`src/rtl/prog_loader.sv`:
```
// prog_loader: framed byte-stream loader for the single-cycle processor.
// Assembles little-endian 32-bit words from a 0xA5 / N / payload / XOR-checksum
// frame, writes them to instruction memory from word address 0 and raises
// `run` only once the whole frame has arrived with a good checksum.
//
// Ports:
//   clk, rst            system clock (rising edge), async active-low reset
//   in_valid/in_ready   byte-stream handshake, in_byte carries the data
//   clr                 one-cycle pulse that leaves ERROR
//   im_we/im_addr/im_wdata  instruction-memory write port (one-cycle pulse)
//   run, done, err      processor start level, DONE and ERROR indicators
//   err_code            01 checksum mismatch, 10 timeout, 00 otherwise
//   words_loaded        words written in the current or last frame
//
// state   | meaning
// --------+-----------------------------------------------------------
// IDLE    | hunting for 0xA5 header, other bytes discarded
// COUNT   | waiting for the word count N (0 means 2^ADDR_W)
// DATA    | collecting payload bytes, writing each completed word
// CHECK   | waiting for the XOR checksum byte
// DONE    | program valid, run=1; a new 0xA5 starts a reload
// ERROR   | checksum or timeout failure, in_ready=0 until clr
module prog_loader #(
  parameter int ADDR_W  = 8,
  parameter int TIMEOUT = 1023
) (
  input  logic              clk,
  input  logic              rst,
  input  logic              in_valid,
  output logic              in_ready,
  input  logic [7:0]        in_byte,
  input  logic              clr,
  output logic              im_we,
  output logic [ADDR_W-1:0] im_addr,
  output logic [31:0]       im_wdata,
  output logic              run,
  output logic              done,
  output logic              err,
  output logic [1:0]        err_code,
  output logic [ADDR_W:0]   words_loaded
);

  localparam int CW = (TIMEOUT < 2) ? 1 : $clog2(TIMEOUT + 1);

  typedef enum logic [2:0] {
    S_IDLE, S_COUNT, S_DATA, S_CHECK, S_DONE, S_ERROR
  } state_t;

  state_t          state;
  logic [ADDR_W:0] total;
  logic [1:0]      bidx;
  logic [7:0]      csum;
  logic [23:0]     asm_q;
  logic [CW-1:0]   idle_cnt;

  logic accept;
  logic in_frame;
  logic timed_out;

  assign in_ready  = (state != S_ERROR);
  assign accept    = in_valid && in_ready;
  assign in_frame  = (state == S_COUNT) || (state == S_DATA) || (state == S_CHECK);
  // An accepted byte in the cycle the counter sits at TIMEOUT wins over the abort.
  assign timed_out = in_frame && !accept && (idle_cnt == CW'(TIMEOUT));

  always_ff @(posedge clk or negedge rst) begin
    if (!rst) begin
      state        <= S_IDLE;
      total        <= '0;
      bidx         <= '0;
      csum         <= '0;
      asm_q        <= '0;
      idle_cnt     <= '0;
      im_we        <= 1'b0;
      im_addr      <= '0;
      im_wdata     <= '0;
      run          <= 1'b0;
      done         <= 1'b0;
      err          <= 1'b0;
      err_code     <= 2'b00;
      words_loaded <= '0;
    end else begin
      im_we <= 1'b0;
      // Address advances on the edge that ends a write pulse, so it is stable
      // for the whole pulse; for N=0 this wraps 255->0 after the last write.
      if (im_we) im_addr <= im_addr + 1'b1;

      if (!in_frame || accept) idle_cnt <= '0;
      else                     idle_cnt <= idle_cnt + 1'b1;

      if (timed_out) begin
        state    <= S_ERROR;
        err      <= 1'b1;
        err_code <= 2'b10;
      end else begin
        case (state)
          S_IDLE: begin
            if (accept && in_byte == 8'hA5) state <= S_COUNT;
          end
          S_COUNT: begin
            if (accept) begin
              total        <= (in_byte == 8'h00) ? {1'b1, {ADDR_W{1'b0}}}
                                                 : (ADDR_W+1)'(in_byte);
              im_addr      <= '0;
              words_loaded <= '0;
              bidx         <= '0;
              csum         <= '0;
              state        <= S_DATA;
            end
          end
          S_DATA: begin
            if (accept) begin
              csum <= csum ^ in_byte;
              bidx <= bidx + 1'b1;
              case (bidx)
                2'd0: asm_q[7:0]   <= in_byte;
                2'd1: asm_q[15:8]  <= in_byte;
                2'd2: asm_q[23:16] <= in_byte;
                default: begin
                  im_wdata     <= {in_byte, asm_q};
                  im_we        <= 1'b1;
                  words_loaded <= words_loaded + 1'b1;
                  if (words_loaded + (ADDR_W+1)'(1) == total) state <= S_CHECK;
                end
              endcase
            end
          end
          S_CHECK: begin
            if (accept) begin
              if (in_byte == csum) begin
                state <= S_DONE;
                run   <= 1'b1;
                done  <= 1'b1;
              end else begin
                state    <= S_ERROR;
                err      <= 1'b1;
                err_code <= 2'b01;
              end
            end
          end
          S_DONE: begin
            if (accept && in_byte == 8'hA5) begin
              run   <= 1'b0;
              done  <= 1'b0;
              state <= S_COUNT;
            end
          end
          S_ERROR: begin
            if (clr) begin
              state    <= S_IDLE;
              err      <= 1'b0;
              err_code <= 2'b00;
            end
          end
          default: state <= S_IDLE;
        endcase
      end
    end
  end

endmodule

```
`config.mk`:
```
export PLATFORM = sky130hd
export DESIGN_NAME = prog_loader
export DESIGN_NICKNAME = d
export VERILOG_FILES = /design/src/rtl/prog_loader.sv
export SDC_FILE = /design/constraint.sdc
export NUM_CORES = 1
export LEC_CHECK = 0
export ABC_CLOCK_PERIOD_IN_PS = 3910
export CAP_MARGIN = 40
export CORE_MARGIN = 1.5
export CORE_UTILIZATION = 58
export CTS_BUF_LIST = sky130_fd_sc_hd__clkbuf_4 sky130_fd_sc_hd__clkbuf_8 sky130_fd_sc_hd__clkbuf_16
export CTS_CLUSTER_DIAMETER = 40
export DETAILED_ROUTE_END_ITERATION = 16
export PLACE_DENSITY = 0.89
export SETUP_SLACK_MARGIN = 0.02
export SKIP_CTS_REPAIR_TIMING = 1
export SLEW_MARGIN = 20
export SYNTH_ARGS = -nofsm -noshare
export SYNTH_HDL_FRONTEND = slang
export SYNTH_SLANG_ARGS = --single-unit
```
`constraint.sdc`:
```
create_clock -name clk -period 3.91 [get_ports clk]
set_clock_uncertainty 0.2 [all_clocks]
set_input_delay 0.5865 -clock clk [delete_from_list [all_inputs] [get_ports clk]]
set_output_delay 0.5865 -clock clk [all_outputs]
set_load 0.02 [all_outputs]
```
# Yosys cells after proc, flatten, opt, wreduce, memory -nomap -nowiden
# Index checks and enable logic that the tools add are counted.
[totals] regBits=110 inputBits=12 output_inout_bits=56 word_cells=119
[op_classes] addsub=4 n_eq_ne=26 n_mux=44 bitwise_logic=3 reduce_logical=27
[op_table] cell="8-bit 2-to-1 mux" count=6
[op_table] cell="9-bit 2-to-1 mux" count=4
[op_table] cell="3-bit 2-to-1 mux" count=8
[op_table] cell="4-bit AND reduction" count=6
[op_table] cell="3-bit inequality test (second input constant)" count=7
[op_table] cell="9-bit case mux with 2 select lines" count=1
[op_table] cell="8-bit case mux with 2 select lines" count=1
[op_table] cell="3-bit case mux with 5 select lines" count=1
[op_table] cell="1-bit 2-to-1 mux" count=12
[op_table] cell="2-bit 2-to-1 mux" count=6
[op_table] cell="10-bit by 1-bit adder with 10-bit output (second input constant)" count=1
[op_table] cell="10-bit equality test (second input constant)" count=1
[op_table] cell="10-bit 2-to-1 mux" count=1
[op_table] cell="2-bit inequality test (second input constant)" count=5
[op_table] cell="5-bit AND reduction" count=2
[op_table] cell="9-bit by 1-bit adder with 9-bit output (second input constant)" count=1
[op_table] cell="9-bit equality test" count=1
[op_table] cell="8-bit by 1-bit adder with 8-bit output (second input constant)" count=1
[op_table] cell="8-bit equality test" count=1
[op_table] cell="8-bit equality test (second input constant)" count=1
[op_table] cell="8-bit zero test" count=1
[op_table] cell="2-bit case mux with 2 select lines" count=2
[op_table] cell="8-bit XOR" count=1
[op_table] cell="7-bit AND reduction" count=1
[op_table] cell="other kinds (21)" count=32

# Depth between registers and ports, before layout
# Gate-level depths: netlist of run 1.
[logic_depth] word_depth=7 depth_mapped=10 ltp_nobuf=8

# Worst setup path before layout of run 1
# No wires, ideal clock.
[synth_timing] kind="flip-flop to flip-flop" startpoint="register words_loaded[0]" endpoint="register state[0]" t_arrival_ns=2.095 t_required_ns=3.623 slack_ns=1.528 stages_incl_launch_ff=8 path_buffers=1 synth_period_minus_slack_ns=2.382 cell_sequence="dfrtp_1 ha_1 buf_2 nand2_1 or4b_1 a2111oi_4 a2111oi_1 a211oi_2"
[synth_via] elab_chain_len=4
[synth_rtl] element="start: declaration" line="40" text="output logic [ADDR_W:0] words_loaded"
[synth_rtl] element="start signal: assignment" line="122" text="words_loaded <= words_loaded + 1'b1;"
[synth_rtl] element="9-bit by 1-bit adder with 9-bit output" line="123" text="if (words_loaded + (ADDR_W+1)'(1) == total) state <= S_CHECK;"
[synth_rtl] element="9-bit equality test" line="123"
[synth_rtl] element="3-bit by 2-bit inequality test with 1-bit output (no line)"
[synth_rtl] element="7-bit AND reduction (no line)"
[synth_rtl] element="end signal: assignment" line="123"
[synth_rtl] element="end signal: assignment" line="131" text="state <= S_DONE;"
[synth_rtl] element="end signal: assignment" line="135" text="state <= S_ERROR;"
[synth_rtl] element="end: declaration" line="49" text="state_t state;"
# No other way between the ends.
# A chain may end at the register's enable or synchronous reset.

# Worst setup path after layout of run 1
[layout_timing] startpoint="input port in_valid" endpoint="register words_loaded[7]"
[layout_via] elab_chain_len=6 word_cells_on_any_way=8
[layout_rtl] element="start: declaration" line="29" text="input logic in_valid,"
[layout_rtl] element="1-bit logical AND (*)" line="61" text="assign accept = in_valid && in_ready;"
[layout_rtl] element="1-bit zero test" line="64" text="assign timed_out = in_frame && !accept && (idle_cnt == CW'(TIMEOUT));"
[layout_rtl] element="1-bit logical AND (2 in a row)" line="64"
[layout_rtl] element="1-bit NOT (no line)"
[layout_rtl] element="5-bit AND reduction (no line) (*)"
# Mark *: on every way between the ends. The rest lies on a longest branch, timed or not.

==> results of run 1 <==
## report_power, final
| part | leakage [nW] | switching (W) | internal, W | total [W] |
|---|---|---|---|---|
| clock network | 0.100 | 0.000429 | 0.000252 | 0.000681 |
| registers | 1.48 | 0.000212 | 0.00140 | 0.00161 |
| logic | 1.11 | 0.000481 | 0.000470 | 0.000951 |
## registers in the layout (all words and copies together) (netlist names)
name          count
total             9
err               1
asm_q            24
csum              8
idle_cnt         10
err_code          2
done              1
im_wdata         32
state             3
words_loaded      9
bidx              2
im_addr           8
im_we             1
## cells in the mapped netlist, types with 3 or more instances
| master | n | share of area, % |
|---|---|---|
| nand3b_1 | 3 | 0.45 |
| dfrtp_1 | 110 | 55 |
| nand2_1 | 118 | 8.8 |
| a31oi_1 | 3 | 0.37 |
| nand4_1 | 8 | 1.0 |
| o21ai_0 | 38 | 3.8 |
| nor2_1 | 30 | 2.2 |
| nand3_1 | 7 | 0.70 |
| mux2_2 | 39 | 8.8 |
| a21oi_1 | 6 | 0.60 |
| xnor2_1 | 25 | 4.4 |
| buf_2 | 6 | 0.60 |
| nand2b_1 | 3 | 0.37 |
| clkbuf_1 | 15 | 1.1 |
| ha_1 | 7 | 1.7 |
| xor2_1 | 8 | 1.4 |
| inv_1 | 8 | 0.60 |
| and3_1 | 7 | 0.87 |
| or3_1 | 3 | 0.37 |
## logic make-up (layout without fill, tap and decap cells)
logic type                 after synthesis  count (layout)  share of synthesized area, %
and+or+nand+nor                        191             191                          16.7
DFF                                    110             110                          54.9
AOI/OAI and AO/OA                       68              68                          8.67
muxes                                   40              40                          8.97
xor gates and xnor gates                34              34                          6.09
buffers and inverters                   33              99                          2.92
adders and majority gates                7               7                          1.75
## worst paths after layout
check	startpoint	cells past startpoint	slack, ns	endpoint
max	in_valid	10	1.20	words_loaded[7]
max in group asynchronous	rst	4	2.29	total[7]
min	idle_cnt[0]	1	0.27	idle_cnt[0]
max reg2reg	words_loaded[0]	6	1.31	state[0]
min reg2reg	idle_cnt[0]	1	0.27	idle_cnt[0]
min in group asynchronous	rst	2	0.34	idle_cnt[9]
## layer usage
metal | wire length [um] | vias up | GRT usage [%]
li1 | - | 1742 | -
met1 | 4700 | 1818 | 34.4
met2 | 5370 | 118 | 42.5
met3 | 628 | 18 | 4.90
met4 | 159 | 0 | 8.58
met5 | 0 | - | 0
## metrics by stage
stage          setup slack (ns)  utilization (%)  total power, W  cell area [um2]  hold WS (ns)
6_report                   1.20             72.0         0.00324             5970         0.271
2_1_floorplan              1.53                -         0.00225             5010        0.0909
5_1_grt                   0.978             72.0         0.00342             5970         0.304
3_3_place_gp              0.938             69.1         0.00250             5730         0.243
3_5_place_dp              0.844             69.1         0.00257             5730         0.255
4_1_cts                    1.23             71.5         0.00325             5930         0.122
## layout make-up
class	instances	area share [%]
clock buffers	9	2.07
clock inverters	7	1.28
inverters	9	0.566
multi-input cells	340	35.3
flip-flops and latches	110	46.1
well taps	105	2.20
repair buffers	74	12.4
==> flow_summary.yaml, run 1 <==
synth:
  syn_area_um2: 5010
  avgSynthCellArea_um2: 10.4
  synth_edf_count: 0
  ys_warn_count: 0
  async_flop_share_pct: 100
  syn-num-nets: 502
  yosysSeqAreaShare_pct: 54.9
  synth_seq_cells: 110
  synth_ff_type: "dfrtp_1"
  syn_inst: 483
  synth_cell_types: 50
floorplanning:
  die_h_um: 95.9
  rows: 33
  core_area_um2: 8300
  io_pins: 68
  initial_core_util_pct: 60.4
  die-area_um2: 9200
  die_width_um: 95.9
clocking:
  ctsHtreeMaxLevel: 3
  cts_tree: "built"
  path_clk_slew_ns: 0.11
  cts_buffer_depth: 2
  cts_root_buffer: "clkbuf_8"
  clock_sinks: 110
  cts_buffers: 9
  clkLatencyLatePin_ns: 0.38
detailed_routing:
  dr.pass1.iters: 4
  drc: 0
  via_per_inst: 5.65
  routed_wl_um: 10900
  postRouteAntennaNets: 0
  wl_per_cell_um: 16.6
  drtIter0Drc: 235
  vias: 3696
worst_setup_path:
  crit_fanout: 42
  startpoint_type: "input port"
  slowest_delay_ns: 0.56
  critPathSlowestCell: "clkdlybuf4s50_1"
  cp.required_ns: 3.98
  cp-end-kind: "register"
  path_cells: "clkdlybuf4s50_1 -> nand2b_1 -> nor2_1 -> buf_4 -> nand2_1 -> inv_2 -> o21ai_0 -> nand2_1 -> nand2_1 -> o41ai_1"
  crit_top_cell: "nand2_1"
  arrival_ns: 2.78
  path_class: "in -> reg"
  cpLargestDelayFamily: "buffers and inverters"
  worst-path-buf-inv: 3
pwr:
  power_leakage_nw: 2.69
  powerDensity_nw_per_um2: 543
  irDropWorstVdd_mv: 0.351
final_layout:
  n_antenna_cell: 0
  layout.nets: 563
  final_cell_mix: "nand2_1 (118), dfrtp_1 (110), clkdlybuf4s50_1 (66)"
  instances_no_fill: 654
  seqCellArea_um2: 2750
  area_delta_synth_final_pct: 19.2
  multiInputGateArea_um2: 2110
  drive_gt1_share_pct: 12.8
  fill_cells: 582
  final_common_cell: "nand2_1"
global_routing:
  grt_overflow_total: 0
  grt_max_degree: 66
  grt_usage_pct: 25.8
  grt_pass1_wl_um: 17900
  antenna_found_initial: 0
  first_global_vias: 3695
sta:
  tns_ns: 0
  period_share_pct: 69.4
  timing.fmax_mhz: 369
  rsz0062_at_grt: "false"
  worstMarginPinSlew_ns: 0.752
  hold_viol: 0
  final.min_clock_period_ns: 2.71
  maxSlewViolCount: 0
  max-slew-margin-rel_pct: 49.8
  setup_viol: 0
placement:
  io_buffers: 67
  gp_congestion: 0.874
  post-place-cells: 636
  dp_hpwl_um: 7460
hold_path:
  hold_class: "reg -> reg"
job:
  maxCapViolCount: 0
run_status:
  status: "finished clean"
Power figures use the tool's default switching activity.
==> inputs of run 2 (changes only) <==
--- a/config.mk
+++ b/config.mk
@@ -5,14 +5,14 @@
 export SDC_FILE = /design/constraint.sdc
 export NUM_CORES = 1
 export LEC_CHECK = 0
-export ABC_CLOCK_PERIOD_IN_PS = 3910
+export ABC_CLOCK_PERIOD_IN_PS = 2200
 export CAP_MARGIN = 40
 export CORE_MARGIN = 1.5
-export CORE_UTILIZATION = 58
+export CORE_UTILIZATION = 49
 export CTS_BUF_LIST = sky130_fd_sc_hd__clkbuf_4 sky130_fd_sc_hd__clkbuf_8 sky130_fd_sc_hd__clkbuf_16
 export CTS_CLUSTER_DIAMETER = 40
 export DETAILED_ROUTE_END_ITERATION = 16
-export PLACE_DENSITY = 0.89
+export PLACE_DENSITY = 0.8
 export SETUP_SLACK_MARGIN = 0.02
 export SKIP_CTS_REPAIR_TIMING = 1
 export SLEW_MARGIN = 20
==> constraint.sdc (replaced) <==
create_clock -name clk -period 2.2 [get_ports clk]
set_clock_uncertainty 0.2 [all_clocks]
set_input_delay 0.33 -clock clk [delete_from_list [all_inputs] [get_ports clk]]
set_output_delay 0.33 -clock clk [all_outputs]
set_load 0.02 [all_outputs]
==> run 2 against run 1 <==
- critical path type is now reg -> reg
- wire length rose by 3.2%
- register-to-register slack got worse by 1.3 ns
- critical path depth fell by 3
- flip-flop and latch count did not move
- die area rose by 18%
- critical endpoint is now state[0]
- global-route usage fell by 4.1 points
- sequential power rose by 75%
- largest power group unchanged
- clock power rose by 85%
- final cell count rose by 11%
- sequential share of layout area fell by 3.0 points
- final area rose by 7.2%
==> flow_summary.yaml, run 2 (synthesis gave the netlist of run 1 again) <==
run_status:
  status: "finished clean"
global_routing:
  grt_overflow_total: 0
  first_global_vias: 3948
  grt_max_degree: 43
  antenna_found_initial: 0
  busiest_layer: "met2"
  grtUsageMet3_pct: 3.70
  grtUsageMet2_pct: 36.4
  grt_pass1_wl_um: 18900
  grt_usage_pct: 21.6
  grtUsageMet1_pct: 27.9
floorplanning:
  rows: 36
  io_pins: 68
  die_width_um: 104
  die-area_um2: 10800
  initial_core_util_pct: 50.8
  core_area_um2: 9860
  die_h_um: 104
pwr:
  powerDensity_nw_per_um2: 943
  power_leakage_nw: 2.92
  power_w: 0.00604
  irDropWorstVdd_mv: 0.558
sta:
  hold_viol: 0
  max-slew-margin-rel_pct: 72.0
  worstMarginPinSlew_ns: 0.419
  rsz0062_at_grt: "true"
  setup_viol: 0
  period_share_pct: 98.0
  timing.fmax_mhz: 464
  final.min_clock_period_ns: 2.16
  finalWorstSetupSlack_ns: 0.0449
  maxSlewViolCount: 0
placement:
  io_buffers: 67
  dp_hpwl_um: 8070
  placed_cell_area_um2: 6140
  gp_congestion: 0.945
  dpl_worst_slack_ns: -0.382
clocking:
  path_clk_slew_ns: 0.10
  cts_buffer_depth: 2
  cts_buffers: 9
  clock_sinks: 110
  ctsHtreeMaxLevel: 3
  cts_root_buffer: "clkbuf_8"
  clkLatencyLatePin_ns: 0.37
  cts_tree: "built"
detailed_routing:
  routed_wl_um: 11200
  postRouteAntennaNets: 0
  via_per_inst: 5.38
  drtIter0Drc: 196
  wl_per_cell_um: 15.5
  vias: 3901
  dr.pass1.iters: 4
  drc: 0
worst_setup_path:
  cp-end-kind: "register"
  arrival_ns: 2.23
  path_class: "reg -> reg"
  cp.required_ns: 2.28
  crit_fanout: 4
  slowest_delay_ns: 0.43
  worst-path-buf-inv: 1
  cpLargestDelayFamily: "simple AND/OR/NAND/NOR gates"
  critPathSlowestCell: "dfrtp_2"
  path_cells: "buf_4 -> nand3_2 -> or3_1 -> or2_2 -> a41oi_2 -> a2111oi_2 -> a211oi_2"
  startpoint_type: "register"
final_layout:
  n_antenna_cell: 0
  reg_top3: "im_wdata (32), asm_q (24), idle_cnt (10)"
  regMostFlops: "im_wdata"
  drive_gt1_share_pct: 21.1
  final_common_cell: "nand2_1"
  fin_area_um2: 6400
  largest_register_ffs: 32
  final_cell_mix: "nand2_1 (117), dfrtp_1 (107), clkdlybuf4s50_1 (65)"
  area_delta_synth_final_pct: 27.8
  layout.nets: 606
job:
  maxCapViolCount: 0
hold_path:
  hold_class: "in -> async"
run 2: through the flow:
stage / cells / hold slack [ns] / setup TNS (ns) / util (%)
2_1_floorplan: 483 / -0.166 / -0.0278 / -
3_3_place_gp: 705 / 0.0909 / -1.35 / 62.2
3_5_place_dp: 705 / 0.0947 / -2.05 / 62.2
4_1_cts: 721 / -0.306 / -0.0339 / 64.3
5_1_grt: 725 / 0.255 / -0.0127 / 64.9
6_report: 725 / 0.232 / 0 / 64.9
run 2: area by class of cell:
type,count,area (um2)
Tap cell,133,166
Clock inverter,7,80.1
Fill cell,756,3460
Clock buffer,9,124
Sequential cell,110,2760
Timing Repair Buffer,117,1090
Multi-Input combinational cell,340,2160
Inverter,9,33.8
run 2: metal layers:
layer	share of wire [%]	wire [um]
met1	44	4890
met2	50	5600
met3	4.1	457
met4	2.3	262
met5	0	0
run 2: worst paths after layout:
kind / from / endpoint / slack (ns) / cells after the start
max in group asynchronous: rst / im_wdata[29] / 1.01 / 3
min: rst / idle_cnt[2] / 0.23 / 2
max reg2reg: words_loaded[0] / state[0] / 0.04 / 7
min in group clk: idle_cnt[0] / idle_cnt[0] / 0.27 / 1
min reg2reg: idle_cnt[0] / idle_cnt[0] / 0.27 / 1
max: words_loaded[0] / state[0] / 0.04 / 7
run 2: power breakdown:
group          switching, W  internal, W  leakage [nW]
Combinational      0.000956      0.00101          1.34
Clock              0.000713     0.000546         0.107
Sequential         0.000322      0.00249          1.47
Total               0.00199      0.00405          2.92
==> inputs of run 3 (changes only) <==
--- a/config.mk
+++ b/config.mk
@@ -15,7 +15,7 @@
 export PLACE_DENSITY = 0.8
 export SETUP_SLACK_MARGIN = 0.02
 export SKIP_CTS_REPAIR_TIMING = 1
-export SLEW_MARGIN = 20
+export SLEW_MARGIN = 40
 export SYNTH_ARGS = -nofsm -noshare
 export SYNTH_HDL_FRONTEND = slang
 export SYNTH_SLANG_ARGS = --single-unit
==> results of run 3 <==
The final DEF is identical to that of run 2; final timing and power are the same.
